--- config.mk ---
export PLATFORM = sky130hd
export DESIGN_NAME = stream_merge_2to1
export DESIGN_NICKNAME = d
export VERILOG_FILES = /design/src/rtl/stream_merge_2to1_pkg.sv /design/src/rtl/stream_merge_2to1_rr_arb2.sv /design/src/rtl/stream_merge_2to1.sv
export SDC_FILE = /design/constraint.sdc
export NUM_CORES = 1
export LEC_CHECK = 0
export CAP_MARGIN = 20
export CORE_MARGIN = 4
export CORE_UTILIZATION = 37
export CTS_BUF_LIST = sky130_fd_sc_hd__clkbuf_4 sky130_fd_sc_hd__clkbuf_8
export DETAILED_ROUTE_END_ITERATION = 8
export PLACE_DENSITY = 0.77
export SYNTH_ARGS = -nofsm -noshare
export SYNTH_HDL_FRONTEND = slang
export SYNTH_SLANG_ARGS = --single-unit
--- constraint.sdc ---
create_clock -name clk -period 1.6 [get_ports clk]
set_input_delay 0.32 -clock clk [delete_from_list [all_inputs] [get_ports clk]]
set_output_delay 0.32 -clock clk [all_outputs]
set_load 0.005 [all_outputs]
--- src/rtl/stream_merge_2to1_pkg.sv ---
// Shared encodings for the two-channel byte-stream merger and its arbiter.
package stream_merge_2to1_pkg;

    localparam int DATA_W = 8;

    localparam logic CH_A = 1'b1;
    localparam logic CH_B = 1'b0;

    typedef enum logic {
        ST_EMPTY = 1'b0,
        ST_FULL  = 1'b1
    } out_state_t;

endpackage

--- src/rtl/stream_merge_2to1_rr_arb2.sv ---
// Two-way arbiter with round-robin tie breaking and a bounded burst length.
// Build with MERGE_FIXED_PRIO_EN defined for fixed A-over-B priority.
module rr_arb2
    import stream_merge_2to1_pkg::*;
#(
    parameter int BURST_MAX = 4
) (
    input  logic clk,
    input  logic rst,
    input  logic a_valid,
    input  logic b_valid,
    input  logic can_take,
    output logic grant,
    output logic grant_valid,
    output logic owner
);

    assign grant_valid = can_take && (a_valid || b_valid);

`ifdef MERGE_FIXED_PRIO_EN
    always_comb begin
        grant = owner;
        if (a_valid) begin
            grant = CH_A;
        end else if (b_valid) begin
            grant = CH_B;
        end
    end

    // owner only remembers the last grant so sel can hold it while idle.
    always_ff @(posedge clk or posedge rst) begin
        if (rst) begin
            owner <= CH_B;
        end else if (grant_valid) begin
            owner <= grant;
        end
    end
`else
    localparam logic [2:0] CNT_MAX = 3'(BURST_MAX);

    logic [2:0] burst_cnt;
    logic       in_burst;

    assign in_burst = (burst_cnt != 3'd0) && (burst_cnt < CNT_MAX);

    always_comb begin
        grant = owner;
        if (a_valid && b_valid) begin
            grant = in_burst ? owner : !owner;
        end else if (a_valid) begin
            grant = CH_A;
        end else if (b_valid) begin
            grant = CH_B;
        end
    end

    // The count saturates, so a lone requester keeps winning but loses the next tie.
    always_ff @(posedge clk or posedge rst) begin
        if (rst) begin
            owner     <= CH_B;
            burst_cnt <= 3'd0;
        end else if (grant_valid) begin
            if ((grant == owner) && (burst_cnt != 3'd0)) begin
                burst_cnt <= (burst_cnt >= CNT_MAX) ? CNT_MAX : burst_cnt + 3'd1;
            end else begin
                owner     <= grant;
                burst_cnt <= 3'd1;
            end
        end
    end
`endif

endmodule

--- src/rtl/stream_merge_2to1.sv ---
// Merges two valid/ready byte streams into one registered output stage.
// Define MERGE_FIXED_PRIO_EN for fixed A priority instead of round-robin.
module stream_merge_2to1
    import stream_merge_2to1_pkg::*;
#(
    parameter int BURST_MAX = 4
) (
    input  logic              clk,
    input  logic              rst,
    input  logic [DATA_W-1:0] a_data,
    input  logic              a_valid,
    output logic              a_ready,
    input  logic [DATA_W-1:0] b_data,
    input  logic              b_valid,
    output logic              b_ready,
    output logic              sel,
    output logic [DATA_W-1:0] out_data,
    output logic              out_valid,
    input  logic              out_ready,
    output out_state_t        out_state
);

    // Handshakes: a byte moves on any edge where its valid and ready are both
    // high; a source holds data stable while valid && !ready.
    out_state_t state_q;
    out_state_t state_d;
    logic       can_take;
    logic       grant;
    logic       grant_valid;
    logic       owner;

    assign out_valid = (state_q == ST_FULL);
    assign out_state = state_q;
    assign can_take  = !out_valid || out_ready;

    rr_arb2 #(
        .BURST_MAX(BURST_MAX)
    ) u_arb (
        .clk        (clk),
        .rst        (rst),
        .a_valid    (a_valid),
        .b_valid    (b_valid),
        .can_take   (can_take),
        .grant      (grant),
        .grant_valid(grant_valid),
        .owner      (owner)
    );

    assign sel     = grant_valid ? grant : owner;
    assign a_ready = grant_valid && (grant == CH_A);
    assign b_ready = grant_valid && (grant == CH_B);

    always_comb begin
        state_d = state_q;
        case (state_q)
            ST_EMPTY: if (grant_valid) state_d = ST_FULL;
            ST_FULL:  if (out_ready && !grant_valid) state_d = ST_EMPTY;
            default:  state_d = ST_EMPTY;
        endcase
    end

    always_ff @(posedge clk or posedge rst) begin
        if (rst) begin
            state_q <= ST_EMPTY;
        end else begin
            state_q <= state_d;
        end
    end

    always_ff @(posedge clk or posedge rst) begin
        if (rst) begin
            out_data <= '0;
        end else if (grant_valid) begin
            out_data <= (sel == CH_A) ? a_data : b_data;
        end
    end

endmodule

==> results <==
==> layout make-up <==
class,count,area (um2),share of cell area
Timing Repair Buffer,57,503,0.396
Multi-Input combinational cell,52,363,0.285
Sequential cell,13,325,0.256
Tap cell,25,31.3,0.0246
Clock buffer,4,30.0,0.0236
Inverter,5,18.8,0.0148
==> how the worst min path moves through the flow <==
| stage | to | slack (ns) |
|---|---|---|
| finish | out_data[1] | 0.38 |
| global placement | out_data[1] | 0.47 |
| CTS | out_state | 0.40 |
| floorplan | out_data[0] | 0.20 |
| detailed placement | out_data[5] | 0.48 |
| global route | out_data[7] | 0.42 |
==> cell families after synthesis <==
group                    synth area share
AO/OA/AOI/OAI                       0.189
AND/OR/NAND/NOR                     0.133
flip-flops                          0.455
buffers and inverters              0.0629
multiplexers                        0.126
adder cells (fa/ha/maj)            0.0350
==> through the flow <==
stage / cell area [um2] / setup TNS (ns) / instances
floorplan: 721 / 0 / 74
global placement: 1200 / -3.76 / 147
detailed placement: 1200 / -4.53 / 147
CTS: 1250 / -0.722 / 153
global route: 1270 / -1.37 / 156
finish: 1270 / -0.662 / 156
==> flip-flops by register name, indices dropped and copies added (netlist names) <==
register         cells
out_state            1
out_data             8
u_arb.owner          1
u_arb.burst_cnt      3
==> cells in the mapped netlist (2+ instances only) <==
library cell,instances,share of area
mux2i_1,9,0.13
dfrtp_1,13,0.45
a21oi_1,2,0.014
nor2_1,3,0.016
a21o_1,3,0.031
clkbuf_1,2,0.010
nand2b_1,2,0.017
o21ai_1,10,0.070
inv_1,5,0.026
ha_1,2,0.035
nand2_1,11,0.058
nand3_1,2,0.014
==> per-layer routing <==
layer / GRT usage / part of all wire / wire length (um)
met4: 0.0611 / 0.0084 / 16
met5: 0 / 0 / 0
met3: 0.0716 / 0.10 / 194
met1: 0.160 / 0.37 / 706
met2: 0.295 / 0.52 / 983
==> timing repair <==
action / CTS / global route
setup endpoints to repair: 10 / 11
pin swaps: 5 / 2
setup buffers: 3 / 3
resized for setup: 20 / 0
==> power groups by stage <==
stage / sequential [uW] / combinational [uW] / clock [uW]
after floorplan: 503 / 392 / 0
after global placement: 492 / 821 / 0
after detailed placement: 499 / 842 / 0
after CTS: 497 / 893 / 225
after global routing: 511 / 1030 / 242
final: 495 / 927 / 223
==> cells in the final DEF (no fill, tap or decap), types with 2 or more instances in the layout <==
cell type,instances
buf_6,2
clkbuf_4,4
dlygate4sd2_1,2
nand2b_1,2
nand3_1,2
mux2i_1,9
inv_1,3
buf_2,2
nand2_1,11
dfrtp_1,13
inv_2,2
buf_4,23
nor2_2,2
clkdlybuf4s50_1,28
o21ai_1,10
a21o_1,3
a21oi_1,2
==> impl_metrics.csv <==
group,metric,value,unit
setup_path,r2r_start,"u_arb.burst_cnt[1]",
cells_and_area,drive_above_1_share,0.290,
routing,drt-initial-drc-count,7,
yosys,synth_cell_types,22,
power,intPower,1110,uW
setup_path,slowest_stage,"dfrtp_1",
power,swShare,0.324,
clock_tree,clockBufferDepth,2,
clock_tree,cts_tree,"done",
cells_and_area,n_fill_cell,137,
placed_design,dp_hpwl,1.55,mm
timing,worst_slack,-0.241,ns
clock_tree,clk_pin_slew,0.09,ns
global_routing,grt_pass1_vias,782,
setup_path,crit_family,"flip-flops",
routing,ant_nets,0,
die,core_area,1780,um2
global_routing,grt_overflow,0,
setup_path,critical_path_depth,7,
min_path,min_path_type,"input port to async pin",
setup_path,crit_end,"sel",
power,power_frac_comb,0.563,
power,power_leakage,0.000612,uW
clock_tree,cts_buffers,3,
setup_path,cp-end-kind,"output pin",
global_routing,grt_use_total,0.163,
power,power_frac_clock,0.136,
die,rows,15,
power,p_sw,532,uW
routing,avgViaCountPerCell,4.83,
die,io_pins,34,
timing,rsz0062_at_grt,"true",
flow_run,cap_violations,0,
yosys,yosys_warnings,0,
yosys,synth_edf_count,0,
yosys,netlist_area,716,um2
yosys,ys_seq_elements,13,
setup_path,worstSetupPathType,"flip-flop to output pin",
setup_path,crit_chain,"inv_2, ha_4, nand4bb_1, o211ai_2, and2_4, a21o_1, buf_2",
setup_path,path_buf_inv,2,
yosys,synthArstFlopShare,1.00,
clock_tree,clock_latency,0.27,ns
setup_path,r2r_setup_slack,0.04,ns
setup_path,r2r_end,"out_data[0]",
yosys,synthFlopType,"dfrtp_1",
power,p_total,1650,uW
cells_and_area,fin_util,0.713,
routing,vias,754,
die,die_x,52.0,um
setup_path,ff2ff_path_depth,8,
timing,relSlewSlack,0.660,
setup_path,cpPeakStageDelay,0.40,ns
clock_tree,postCtsHoldBufs,0,
cells_and_area,nets,155,
routing,dr.pass1.iters,4,
yosys,syn_area_per_cell,9.67,um2
global_routing,grt_max_degree,14,
routing,drc_errors,0,
timing,period_minus_slack,1.84,ns
timing,tightest_slew,0.509,ns
global_routing,grt_pass1_wl,3.18,mm
timing,hold_viol,0,
timing,hold_slack,0.384,ns
die,die_y,52.0,um
run_status,status,"complete, but fails checks",
power,seqPwrFrac,0.301,
yosys,synth_seq_area_share,0.455,
setup_path,arrival,1.52,ns
die,start_util,0.401,
timing,fmax,543,MHz
placed_design,port_buffers,33,
global_routing,antenna_found_initial,0,
yosys,synth_nets,97,
routing,wl_per_cell,12.2,um
routing,drt-total-wl,1.90,mm
setup_path,crit_required,1.28,ns
clock_tree,h-tree-depth,1,
cells_and_area,diodes,0,
timing,setup_viol,3,
cells_and_area,area_delta_synth_final,77.6,%
timing,finalMaxSlewViolations,0,
die,die_area,2700,um2
timing,post-route-period-util,1.15,
yosys,syn_inst,74,
run_status,violations,"setup timing",
clock_tree,clkSinkCount,13,
setup_path,crit_fanout,3,
setup_path,setup.worst_path.start_class,"flip-flop",
setup_path,crit_start,"u_arb.burst_cnt[1]",
placed_design,gp_congestion,0.801,
timing,fin_worst_skew,0.00373,ns
power,vdd_drop_max,0.000834,V
power,powerDensity,1290,nW/um2
placed_design,pre_cts_slack,-0.682,ns
clock_tree,cts-root-buf,"clkbuf_4",
Note: power is estimated with default switching activity, not from simulation.
